<file path="src/rtl/prog_loader.sv">
`default_nettype none
// ============================================================================
// Module   : prog_loader
// Brief    : Loads a length-prefixed, XOR-checksummed byte stream into a
//            48-bit program store while holding the CPU in reset.
// Revision : 1.0 - initial release
// ============================================================================
module prog_loader #(
  parameter int ADDR_WIDTH = 16,
  parameter int WE_CYCLES  = 2
) (
  input  logic                  clk,
  input  logic                  reset,
  input  logic                  start,
  input  logic                  abort,
  input  logic [7:0]            rx_data,
  input  logic                  rx_valid,
  output logic                  rx_ready,
  output logic [ADDR_WIDTH-1:0] prog_addr,
  output logic [47:0]           prog_data,
  output logic                  prog_we,
  output logic                  cpu_hold,
  output logic                  busy,
  output logic                  done,
  output logic                  error,
  output logic [15:0]           word_count
);

  localparam int              WE_W      = (WE_CYCLES > 1) ? $clog2(WE_CYCLES) : 1;
  localparam logic [WE_W-1:0] WE_LAST   = WE_W'(WE_CYCLES - 1);
  localparam logic [16:0]     MAX_WORDS = 17'(1) << ADDR_WIDTH;

  typedef enum logic [3:0] {
    IDLE   = 4'd0,
    LEN_LO = 4'd1,
    LEN_HI = 4'd2,
    BYTES  = 4'd3,
    SETUP  = 4'd4,
    WRITE  = 4'd5,
    HOLD   = 4'd6,
    CHECK  = 4'd7,
    DONE   = 4'd8,
    ERROR  = 4'd9
  } state_t;

  state_t          state;
  state_t          state_nxt;
  logic [15:0]     len_q;
  logic [2:0]      idx;
  logic [7:0]      chk;
  logic [WE_W-1:0] we_cnt;
  logic            xfer;
  logic            start_ok;
  logic [16:0]     n_full;

  assign rx_ready = (state == LEN_LO) || (state == LEN_HI) ||
                    (state == BYTES)  || (state == CHECK);
  assign prog_we  = (state == WRITE);
  assign xfer     = rx_valid && rx_ready;
  assign n_full   = {1'b0, rx_data, len_q[7:0]};
  assign start_ok = start && ((state == IDLE) || (state == DONE) || (state == ERROR));

  always_ff @(posedge clk or posedge reset) begin
    if (reset) state <= IDLE;
    else       state <= state_nxt;
  end

  always_comb begin
    state_nxt = state;
    case (state)
      IDLE, DONE, ERROR: if (start) state_nxt = LEN_LO;
      LEN_LO: if (xfer) state_nxt = LEN_HI;
      LEN_HI: begin
        if (xfer) begin
          if (n_full > MAX_WORDS)     state_nxt = ERROR;
          else if (n_full == 17'd0)   state_nxt = CHECK;
          else                        state_nxt = BYTES;
        end
      end
      BYTES:  if (xfer && idx == 3'd5) state_nxt = SETUP;
      SETUP:  state_nxt = WRITE;
      WRITE:  if (we_cnt == WE_LAST) state_nxt = HOLD;
      HOLD:   state_nxt = ((word_count + 16'd1) == len_q) ? CHECK : BYTES;
      CHECK:  if (xfer) state_nxt = (rx_data == chk) ? DONE : ERROR;
      default: state_nxt = IDLE;
    endcase
    // Abort overrides everything, including a same-cycle start.
    if (busy && abort) state_nxt = ERROR;
  end

  always_ff @(posedge clk or posedge reset) begin
    if (reset) begin
      len_q      <= 16'd0;
      idx        <= 3'd0;
      chk        <= 8'd0;
      we_cnt     <= '0;
      prog_addr  <= '0;
      prog_data  <= 48'd0;
      word_count <= 16'd0;
      busy       <= 1'b0;
      cpu_hold   <= 1'b0;
      done       <= 1'b0;
      error      <= 1'b0;
    end else begin
      if (start_ok) begin
        done       <= 1'b0;
        error      <= 1'b0;
        word_count <= 16'd0;
        prog_addr  <= '0;
        chk        <= 8'd0;
        busy       <= 1'b1;
        cpu_hold   <= 1'b1;
      end
      case (state)
        LEN_LO: if (xfer) len_q[7:0] <= rx_data;
        LEN_HI: begin
          if (xfer) begin
            len_q[15:8] <= rx_data;
            idx         <= 3'd0;
          end
        end
        BYTES: begin
          if (xfer) begin
            prog_data[{idx, 3'b000} +: 8] <= rx_data;
            chk <= chk ^ rx_data;
            idx <= idx + 3'd1;
          end
        end
        SETUP: we_cnt <= '0;
        WRITE: we_cnt <= we_cnt + 1'b1;
        HOLD: begin
          prog_addr  <= prog_addr + ADDR_WIDTH'(1);
          word_count <= word_count + 16'd1;
          idx        <= 3'd0;
        end
        default: ;
      endcase
      if (state_nxt == DONE && state != DONE) begin
        done     <= 1'b1;
        busy     <= 1'b0;
        cpu_hold <= 1'b0;
      end
      if (state_nxt == ERROR && state != ERROR) begin
        error    <= 1'b1;
        busy     <= 1'b0;
        cpu_hold <= 1'b0;
      end
    end
  end

endmodule
`default_nettype wire

</file>
<file path="config.mk">
export PLATFORM = sky130hd
export DESIGN_NAME = prog_loader
export DESIGN_NICKNAME = d
export VERILOG_FILES = /design/src/rtl/prog_loader.sv
export SDC_FILE = /design/constraint.sdc
export NUM_CORES = 1
export LEC_CHECK = 0
export ABC_CLOCK_PERIOD_IN_PS = 9800
export BUFFER_PORTS_ARGS = -buffer_cell sky130_fd_sc_hd__buf_2
export CAP_MARGIN = 10
export CORE_ASPECT_RATIO = 0.8
export CORE_MARGIN = 2
export CORE_UTILIZATION = 60
export CTS_CLUSTER_SIZE = 25
export DETAILED_ROUTE_END_ITERATION = 8
export GPL_ROUTABILITY_DRIVEN = 1
export PLACE_DENSITY = 0.84
export RECOVER_POWER = 50
export SLEW_MARGIN = 20
export SYNTH_ARGS = -nofsm -noshare
export SYNTH_HDL_FRONTEND = slang
export SYNTH_SLANG_ARGS = --single-unit
</file>
<file path="constraint.sdc">
create_clock -name clk -period 9.8 [get_ports clk]
set_clock_uncertainty 0.1 [all_clocks]
set_input_delay 0 -clock clk [delete_from_list [all_inputs] [get_ports clk]]
set_output_delay 0 -clock clk [all_outputs]
set_load 0.05 [all_outputs]
</file>
==> results.cfg, run 1 <==
[setup_path]
r2r_start = idx[0]$_DFFE_PP0P_
regToRegEndpoint = prog_data[6]$_DFFE_PP0P_
cp_max_fo = 67
end_kind = async pin
required_ns = 9.38
r2r_cells = 6
start_kind = input port
cp_cell_sequence = dlygate4sd3_1 -> buf_2 -> clkinvlp_2 -> clkbuf_1
cpMaxStageDelayCell = clkbuf_1
cp.arrival_ns = 4.53
crit_type = input port to async pin
reg2reg_slack_ns = 6.85
max_stage_delay_ns = 2.63

[global_route]
antenna_found_initial = 0
grt_first_pass_wirelength_mm = 24.2
grt_pass1_vias = 4791
grt_use_total_pct = 29.7
grt_max_degree = 68
grt.overflow.total = 0

[timing]
rsz0062_at_grt = false
fin_setup_tns_ns = 0
tightest_slew_ns = 3.63
slew_violations = 118
period_share_pct = 50.5
max_slew_margin_pct = -142
min_period_ns = 4.95
final_hold_viol_count = 0
setup_violations = 0
fmax_mhz = 202

[hold_path]
holdPathEnd = prog_addr[15]$_DFFE_PP0P_
min_path_type = flop to flop
min_from = prog_addr[15]$_DFFE_PP0P_
hold_depth = 1

[layout]
nNetsFinal = 722
antenna_cells = 0
drive_gt1_share_pct = 12.3
area_growth_pct = 19.6
fillCellCount = 709

[routing]
drt_iter0_drc = 336
wl_per_cell_um = 17.9
num_vias = 5103
postRouteAntennaNets = 0
first_pass_iters = 5
vias_per_cell = 6.13
drt-total-wl_mm = 14.9
drc = 0

[run_status]
status = finished, violations left
violations = capacitance limit, slew limit

[logic_synthesis]
synth_area_mm2 = 0.00580
synth_edf_count = 0
synth_area_per_cell_um2 = 9.66
yosysUniqueCellTypes = 56
synth_seq_area_share_pct = 49.6
synth_cells = 601
ys.flop_type = dfrtp_1
ys_warn_count = 0
synthesis.nets = 623
async_flop_share_pct = 100
ys_ff_latch = 115

[run]
max-cap-violations = 2

[cts]
clk_path_buf_depth = 2
h-tree-depth = 4
clk_latency_ns = 0.41
clockRootBuffer = clkbuf_16
cts_tree = done
cts_buffers = 17
cts-resized-gates = 0
cts.clk_slew.worst_paths_ns = 0.05
cts_sinks = 115

[die]
core_area_mm2 = 0.00953
start_util_pct = 60.9
dieArea_mm2 = 0.0105
rows = 32
io-pin-count = 99
die_h_um = 92.0
fp.dieW_um = 114

[power]
p_per_area_mw_per_mm2 = 271
p_total_mw = 1.88
p_leak_nw = 3.05
ir_drop_uv = 176

[place]
dp_hpwl_mm = 9.47
port_buffers = 98
place.gp.congestion = 0.870
per-layer routing:
metal | global-route usage, % | wire length, um
met5 | 0 | 0
met4 | 13.3 | 364
met3 | 6.87 | 1060
met2 | 44.0 | 7050
met1 | 41.9 | 6390
Yosys cell counts, types with 4 or more instances:
library cell / number / area share, %
mux2_2: 32 / 6.2
o21ai_0: 80 / 6.9
and2_1: 7 / 0.75
nand2b_1: 5 / 0.54
dfrtp_1: 115 / 50
clkbuf_1: 17 / 1.1
nor3_1: 7 / 0.60
ha_1: 9 / 1.9
nor4_1: 6 / 0.65
nor2b_1: 4 / 0.43
inv_1: 17 / 1.1
xor2_1: 13 / 2.0
mux2i_1: 9 / 1.6
nand4_1: 14 / 1.5
a31oi_1: 5 / 0.54
nor2_1: 23 / 1.5
o31ai_1: 11 / 1.4
xnor2_1: 15 / 2.3
buf_2: 12 / 1.0
nand3_1: 33 / 2.8
and3_1: 7 / 0.75
nand2_1: 102 / 6.6
or3_1: 4 / 0.43
a21oi_1: 9 / 0.78
metrics by stage:
step                      cells  util [%]  hold slack (ns)  cell area, um2  worst slack, ns
final                       832      72.8            0.380            6940             4.85
after global routing        832      72.8            0.406            6940             3.81
after CTS                   832      73.9            0.125            7050             6.89
after detailed placement    787      66.2           0.0167            6310             6.96
after global placement      787      66.2        -0.000925            6310             7.09
after floorplan             601         -           0.0580            5800             6.66
flip-flops by register name (all words and copies together), names as in the netlist:
register / count
prog_data: 48
len_q: 16
prog_addr: 16
word_count: 16
chk: 8
state: 4
idx: 3
busy: 1
done: 1
error: 1
we_cnt: 1
repair_timing:
item	CTS	global route
hold endpoints to repair	123	0
hold buffers	13	0
buffers inserted	0	0
power breakdown:
part / switching, mW / total [mW] / internal, mW
logic: 0.394 / 0.574 / 0.180
registers: 0.0999 / 0.672 / 0.572
clock network: 0.217 / 0.634 / 0.417
total: 0.711 / 1.88 / 1.17
cell type report:
type / count / area, um2 / area share, %
flip-flops and latches: 115 / 2880 / 41.5
multi-input cells: 437 / 2730 / 39.3
repair buffers: 112 / 519 / 7.48
clock inverters: 10 / 130 / 1.87
well taps: 119 / 149 / 2.14
inverters: 17 / 65.1 / 0.937
clock buffers: 22 / 474 / 6.83
cell families after synthesis:
logic type / count (synthesis) / share of synthesized area, %
buf+inv: 49 / 3.56
xor+xnor: 28 / 4.23
compound gates: 125 / 12.5
simple gates: 234 / 20.4
flops: 115 / 49.6
mux: 41 / 7.76
fa+ha+maj: 9 / 1.94
critical path: cells and delay by family:
family / cells / cell delay [ns]
buf+inv: 4 / 4.45
worst max path at each step:
stage	slack, ns	from	cells past startpoint	to
3_5_place_dp	6.96	idx[0]$_DFFE_PP0P_	6	prog_data[6]$_DFFE_PP0P_
2_1_floorplan	6.66	reset	1	busy$_DFFE_PP0P_
4_1_cts	6.89	idx[0]$_DFFE_PP0P_	6	prog_data[6]$_DFFE_PP0P_
6_report	4.85	reset	4	len_q[11]$_DFFE_PP0P_
5_1_grt	3.81	reset	4	chk[2]$_DFF_PP0_
3_3_place_gp	7.09	idx[0]$_DFFE_PP0P_	6	prog_data[6]$_DFFE_PP0P_
layout by cell type (no fill, tap or decap), drive strengths merged, types with 15 or more instances in the layout:
cell    instances
inv            16
xnor2          15
dfrtp         115
nand2         102
o21ai          82
nand3          34
nand4          16
mux2           32
clkbuf        107
nor2           24
No activity file was read; power rests on OpenSTA's default activity.
==> run 2, diff against run 1 <==
--- a/config.mk
+++ b/config.mk
@@ -5,16 +5,16 @@
 export SDC_FILE = /design/constraint.sdc
 export NUM_CORES = 1
 export LEC_CHECK = 0
-export ABC_CLOCK_PERIOD_IN_PS = 9800
+export ABC_CLOCK_PERIOD_IN_PS = 4400
 export BUFFER_PORTS_ARGS = -buffer_cell sky130_fd_sc_hd__buf_2
 export CAP_MARGIN = 10
 export CORE_ASPECT_RATIO = 0.8
 export CORE_MARGIN = 2
-export CORE_UTILIZATION = 60
+export CORE_UTILIZATION = 51
 export CTS_CLUSTER_SIZE = 25
 export DETAILED_ROUTE_END_ITERATION = 8
 export GPL_ROUTABILITY_DRIVEN = 1
-export PLACE_DENSITY = 0.84
+export PLACE_DENSITY = 0.76
 export RECOVER_POWER = 50
 export SLEW_MARGIN = 20
 export SYNTH_ARGS = -nofsm -noshare
==> constraint.sdc (replaced) <==
create_clock -name clk -period 4.4 [get_ports clk]
set_clock_uncertainty 0.1 [all_clocks]
set_input_delay 0 -clock clk [delete_from_list [all_inputs] [get_ports clk]]
set_output_delay 0 -clock clk [all_outputs]
set_load 0.05 [all_outputs]
==> run 2 against run 1 <==
Effect of this change: the run still ends with capacitance limit, slew limit left; utilization down 9.3 points; sequential share of layout area is 0.19 points lower; die area grew 17%; cell count is 3.0% higher; combinational power up 120%; clock-buffer cell count is 2 lower; cell area grew 0.45%; total power up 120%; clock power increased by 120%; sequential power rose by 120%; critical endpoint is now prog_data[22]$_DFFE_PP0P_; largest cell class unchanged; highest routed layer unchanged.
==> results.cfg, run 2 (synthesis results as in run 1) <==
[run_status]
status = finished, violations left
violations = capacitance limit, slew limit

[layout]
drive_gt1_share_pct = 13.0
nNetsFinal = 722
layout_common_cells = dfrtp_1 (115), nand2_1 (102), clkbuf_1 (82)
fin_area_mm2 = 0.00697
layout_commonest_cell = dfrtp_1
antenna_cells = 0
fillCellCount = 936
area_growth_pct = 20.1
top_register = prog_data
largest_reg_flops = 48

[place]
dp_slack_ns = 1.56
port_buffers = 98
place.gp.congestion = 0.944
dp_hpwl_mm = 9.56
placed_cell_area_mm2 = 0.00634

[routing]
num_vias = 4938
first_pass_iters = 5
wl_per_cell_um = 17.1
drc = 0
drt_iter0_drc = 367
vias_per_cell = 5.76
drt-total-wl_mm = 14.7
postRouteAntennaNets = 0

[timing]
setup_slack_ns = 1.37
max_slew_margin_pct = -94.5
min_period_ns = 3.03
tightest_slew_ns = 2.91
rsz0062_at_grt = false
slew_violations = 78
fin_setup_tns_ns = 0
fmax_mhz = 330
final_hold_viol_count = 0
setup_violations = 0
period_share_pct = 68.8

[die]
die_h_um = 99.4
fp.dieW_um = 123
dieArea_mm2 = 0.0123
start_util_pct = 52.9
io-pin-count = 99
rows = 34
core_area_mm2 = 0.0110

[setup_path]
crit_family = buffers and inverters
path_buf_inv = 4
cp_max_fo = 77
required_ns = 4.82
start_kind = input port
end_kind = async pin
max_stage_delay_ns = 2.02
cpMaxStageDelayCell = inv_1
crit_path_start = reset
r2r_start = idx[0]$_DFFE_PP0P_
cp.arrival_ns = 3.45
r2r_cells = 6
cp_cell_sequence = dlygate4sd3_1 -> buf_2 -> inv_1 -> buf_4
crit_type = input port to async pin
worst-path-stages = 4

[global_route]
antenna_found_initial = 0
grt.overflow.total = 0
grt_max_degree = 78
grt_pass1_vias = 4710
grt_first_pass_wirelength_mm = 23.7
grt_use_total_pct = 24.8

[run]
max-cap-violations = 1

[cts]
cts.clk_slew.worst_paths_ns = 0.05
cts_buffers = 17
cts_tree = done
h-tree-depth = 4
cts_sinks = 115
clk_path_buf_depth = 2
clockRootBuffer = clkbuf_16
clk_latency_ns = 0.41

[power]
internal-power_mw = 2.55
p_per_area_mw_per_mm2 = 595
p_sw_mw = 1.60
p_leak_nw = 3.06
p_total_mw = 4.15
ir_drop_uv = 366
p_sw_share_pct = 38.5
combPwrFrac_pct = 30.8
clockPowerShare_pct = 33.2
power_frac_seq_pct = 36.0

[hold_path]
hold_depth = 2
min_from = prog_data[24]$_DFFE_PP0P_
min_path_type = flop to flop
[run 2: cell types whose count changed in the layout (fill, tap and decap cells not counted), sizes merged]
cell | previous run | this run
bufinv | 3 | 2
clkinvlp | 3 | 2
inv | 16 | 18
buf | 14 | 17
clkinv | 5 | 7
clkbuf | 107 | 102
[run 2: final cells by class]
cell class / instances / area [um2] / area share, %
flip-flops and latches: 115 / 2880 / 41.3
multi-input cells: 437 / 2730 / 39.1
repair buffers: 112 / 526 / 7.54
clock buffers: 20 / 467 / 6.69
well taps: 144 / 180 / 2.58
clock inverters: 12 / 130 / 1.87
inverters: 17 / 63.8 / 0.915
[run 2: per-stage QoR]
stage,std cells,util [%],hold slack [ns]
2_1_floorplan,601,-,0.0580
6_report,857,63.5,0.374
4_1_cts,857,64.4,0.295
3_3_place_gp,812,57.8,0.167
5_1_grt,857,63.5,0.406
3_5_place_dp,812,57.8,0.190
[run 2: repair_timing]
action | 4_1_cts | 5_1_grt
gates resized for setup | 0 | 0
hold buffers | 13 | 0
hold endpoints to repair | 148 | 0
buffers inserted | 0 | 0
[run 2: final timing paths]
kind                                        endpoint  slack, ns
hold / removal             prog_data[24]$_DFFE_PP0P_       0.37
setup / recovery           prog_data[22]$_DFFE_PP0P_       1.37
hold reg to reg            prog_data[24]$_DFFE_PP0P_       0.37
max in group clk            prog_data[2]$_DFFE_PP0P_       1.50
setup reg to reg            prog_data[2]$_DFFE_PP0P_       1.50
min in group asynchronous   prog_data[6]$_DFFE_PP0P_       1.09
[run 2: worst register-to-register path, cell delays in order, from the launching register on]
cell and delay, ns:
dfrtp_1 0.53, inv_1 0.19, ha_1 0.24, ha_1 0.38
or4b_1 0.52, or3_1 0.48, mux2_2 0.34
[run 2: power groups by stage]
stage | Sequential (mW) | Clock (mW) | Combinational, mW
2_1_floorplan | 1.74 | 0 | 0.721
3_3_place_gp | 1.48 | 0 | 1.22
3_5_place_dp | 1.50 | 0 | 1.26
4_1_cts | 1.48 | 1.40 | 1.30
5_1_grt | 1.52 | 1.45 | 1.38
6_report | 1.49 | 1.38 | 1.28
[run 2: per-layer routing]
metal / global-route usage [%] / wire length (um) / share of wire, % / up-vias
li1: - / - / - / 2318
met4: 7.52 / 136 / 0.93 / 0
met2: 36.8 / 6810 / 46 / 177
met5: 0 / 0 / 0 / -
met3: 6.42 / 992 / 6.8 / 12
met1: 35.8 / 6720 / 46 / 2431
==> run 3, diff against run 2 <==
--- a/config.mk
+++ b/config.mk
@@ -5,16 +5,17 @@
 export SDC_FILE = /design/constraint.sdc
 export NUM_CORES = 1
 export LEC_CHECK = 0
-export ABC_CLOCK_PERIOD_IN_PS = 4400
+export ABC_AREA = 1
+export ABC_CLOCK_PERIOD_IN_PS = 2850
 export BUFFER_PORTS_ARGS = -buffer_cell sky130_fd_sc_hd__buf_2
 export CAP_MARGIN = 10
 export CORE_ASPECT_RATIO = 0.8
 export CORE_MARGIN = 2
-export CORE_UTILIZATION = 51
+export CORE_UTILIZATION = 56
 export CTS_CLUSTER_SIZE = 25
 export DETAILED_ROUTE_END_ITERATION = 8
 export GPL_ROUTABILITY_DRIVEN = 1
-export PLACE_DENSITY = 0.76
+export PLACE_DENSITY = 0.8
 export RECOVER_POWER = 50
 export SLEW_MARGIN = 20
 export SYNTH_ARGS = -nofsm -noshare
==> constraint.sdc (replaced) <==
create_clock -name clk -period 2.85 [get_ports clk]
set_clock_uncertainty 0.1 [all_clocks]
set_input_delay 0 -clock clk [delete_from_list [all_inputs] [get_ports clk]]
set_output_delay 0 -clock clk [all_outputs]
set_load 0.05 [all_outputs]
==> run 3 against run 2 <==
Effect of this change: the flow still finishes with violations (capacitance limit, slew limit); combinational power is 77% higher; critical path type is now flop to flop; sequential power up 54%; synthesized cell count up 18%; critical path depth up 4.
==> results.cfg, run 3 <==
[run_status]
violations = capacitance limit, slew limit
status = finished, violations left

[routing]
drc = 0
first_pass_iters = 5
postRouteAntennaNets = 0
wl_met3_mm = 1.01
wl_per_cell_um = 16.1
wl_met2_mm = 7.49
top_layer = met4
drt_iter0_drc = 429
vias_per_cell = 5.59
drt-total-wl_mm = 15.8
wl_met1_mm = 7.03
num_vias = 5485

[power]
p_sw_share_pct = 41.5
p_leak_nw = 3.16
p_sw_mw = 2.69
power_frac_seq_pct = 35.5
combPwrFrac_pct = 34.9
p_total_mw = 6.48
internal-power_mw = 3.79
p_per_area_mw_per_mm2 = 924
clockPowerShare_pct = 29.6
ir_drop_uv = 670

[timing]
fmax_mhz = 381
setup_violations = 0
tightest_slew_ns = 1.74
max_slew_margin_pct = -16.5
fin_setup_tns_ns = 0
final_hold_viol_count = 0
slew_violations = 40
rsz0062_at_grt = false
min_period_ns = 2.63
period_share_pct = 92.1

[setup_path]
cpMaxStageDelayCell = dfrtp_1
r2r_cells = 8
cp.arrival_ns = 2.79
end_kind = flop
cp_max_fo = 16
start_kind = flop
cp_cell_sequence = inv_1 -> ha_1 -> ha_1 -> inv_1 -> nor2_1 -> nand3_2 -> nand2_1 -> o21ai_0
required_ns = 3.01
max_stage_delay_ns = 0.50
crit_type = flop to flop

[place]
dp_hpwl_mm = 10.9
port_buffers = 98
placed_cell_area_mm2 = 0.00647
place.gp.congestion = 0.892

[cts]
cts_sinks = 115
clk_path_buf_depth = 2
clockRootBuffer = clkbuf_16
cts.clk_slew.worst_paths_ns = 0.05
cts_tree = done
cts_buffers = 17
h-tree-depth = 4
clk_latency_ns = 0.41

[global_route]
grt_use_total_pct = 28.7
grt_pass1_vias = 5210
grt_first_pass_wirelength_mm = 25.2
grt.overflow.total = 0
antenna_found_initial = 0
grt_max_degree = 40

[logic_synthesis]
ys_ff_latch = 115
yosys-top-cells-area = dfrtp_1 (49%), nand2_1 (12%), o21ai_0 (6.1%)
synth_top_area_cell = dfrtp_1
ys_warn_count = 0
synth_seq_area_share_pct = 49.3
post-synth-top-area-fraction_pct = 49.3
synth_area_per_cell_um2 = 8.23
synth_edf_count = 0
synthTopCellsByCount = nand2_1 (184), dfrtp_1 (115), o21ai_0 (71)
async_flop_share_pct = 100
yosysUniqueCellTypes = 46
synth_cells = 710
synth_area_mm2 = 0.00584
synthesis.nets = 732
synth_most_common_cell = nand2_1
ys.flop_type = dfrtp_1

[layout]
layout_common_cells = nand2_1 (184), dfrtp_1 (115), clkbuf_1 (92)
antenna_cells = 0
postLayoutCoreUtil_pct = 68.7
area_growth_pct = 19.9
nNetsFinal = 852
largest_reg_flops = 48
layout_commonest_cell = nand2_1
top_register = prog_data
fin_area_mm2 = 0.00701
drive_gt1_share_pct = 10.3

[die]
fp.dieW_um = 118
die_h_um = 95.4
start_util_pct = 57.3
dieArea_mm2 = 0.0113
io-pin-count = 99
rows = 33
core_area_mm2 = 0.0102

[run]
max-cap-violations = 1

[hold_path]
hold_depth = 2
min_path_type = flop to flop
run 3: cell types whose count changed after synthesis, moves of 8 or more:
cell      before  now
inv_2          0    8
o21ai_0       80   71
mux2i_1        9    1
o21ai_1        2   16
nand2_1      102  184
mux2_2        32    0
o22ai_1        0    9
nor2_1        23   45
clkbuf_1      17    6
xor2_1        13    2
nand3_1       33   67
inv_1         17   64
run 3: metal layers:
layer | vias to the layer above | track usage, %
met4 | 0 | 10.3
met1 | 2654 | 38.1
met3 | 30 | 7.48
met5 | - | 0
li1 | 2597 | -
met2 | 204 | 46.0
run 3: timing repair:
action / 4_1_cts / 5_1_grt
resized for setup: 0 / 0
hold buffers: 13 / 0
endpoints found under the hold margin: 83 / 0
setup buffers: 0 / 0
run 3: cells by family (layout without fill, tap and decap cells):
| family | count (synthesis) | after routing | share of synthesized area, % |
|---|---|---|---|
| and+or+nand+nor | 355 | 355 | 28.1 |
| AOI/OAI and AO/OA | 124 | 124 | 11.7 |
| DFF | 115 | 115 | 49.3 |
| buffers and inverters | 92 | 224 | 6.45 |
| xor gates and xnor gates | 14 | 14 | 2.36 |
| adders and majority gates | 9 | 9 | 1.93 |
| muxes | 1 | 1 | 0.171 |
run 3: worst paths after layout:
path                       slack, ns                      start                          to
setup / recovery                0.22         idx[0]$_DFFE_PP0P_   prog_data[30]$_DFFE_PP0P_
hold / removal                  0.38  prog_data[44]$_DFFE_PP0P_   prog_data[44]$_DFFE_PP0P_
setup reg to reg                0.22         idx[0]$_DFFE_PP0P_   prog_data[30]$_DFFE_PP0P_
hold reg to reg                 0.38  prog_data[44]$_DFFE_PP0P_   prog_data[44]$_DFFE_PP0P_
max in group asynchronous       0.91                      reset   prog_data[43]$_DFFE_PP0P_
min in group asynchronous       0.44                      reset  word_count[14]$_DFFE_PP0P_
run 3: through the flow:
step	instances	hold slack (ns)	setup WS [ns]
4_1_cts	982	0.225	0.248
2_1_floorplan	710	0.0754	0.607
3_5_place_dp	938	0.115	0.276
3_3_place_gp	938	0.109	0.449
6_report	982	0.380	0.225
5_1_grt	982	0.411	0.0718
run 3: critical path: cells and delay by family (launching register included):
kind / cells / cell delay [ns]
and+or+nand+nor: 3 / 0.94
adders and majority gates: 2 / 0.55
DFF: 1 / 0.50
buffers and inverters: 2 / 0.26
AOI/OAI and AO/OA: 1 / 0.13
run 3: cell type report:
type                    instances  area, um2
repair buffers                118        553
inverters                      75        287
clock buffers                  26        509
flip-flops and latches        115       2880
clock inverters                 5       25.0
well taps                     140        175
fillers                       852       3190
multi-input cells             503       2580
run 3: power by group through the flow:
stage | registers, mW | logic [mW] | clock network (mW)
6_report | 2.30 | 2.26 | 1.92
5_1_grt | 2.34 | 2.49 | 2.00
4_1_cts | 2.30 | 2.29 | 1.93
3_5_place_dp | 2.31 | 2.25 | 0
3_3_place_gp | 2.30 | 2.16 | 0
2_1_floorplan | 2.71 | 1.29 | 0
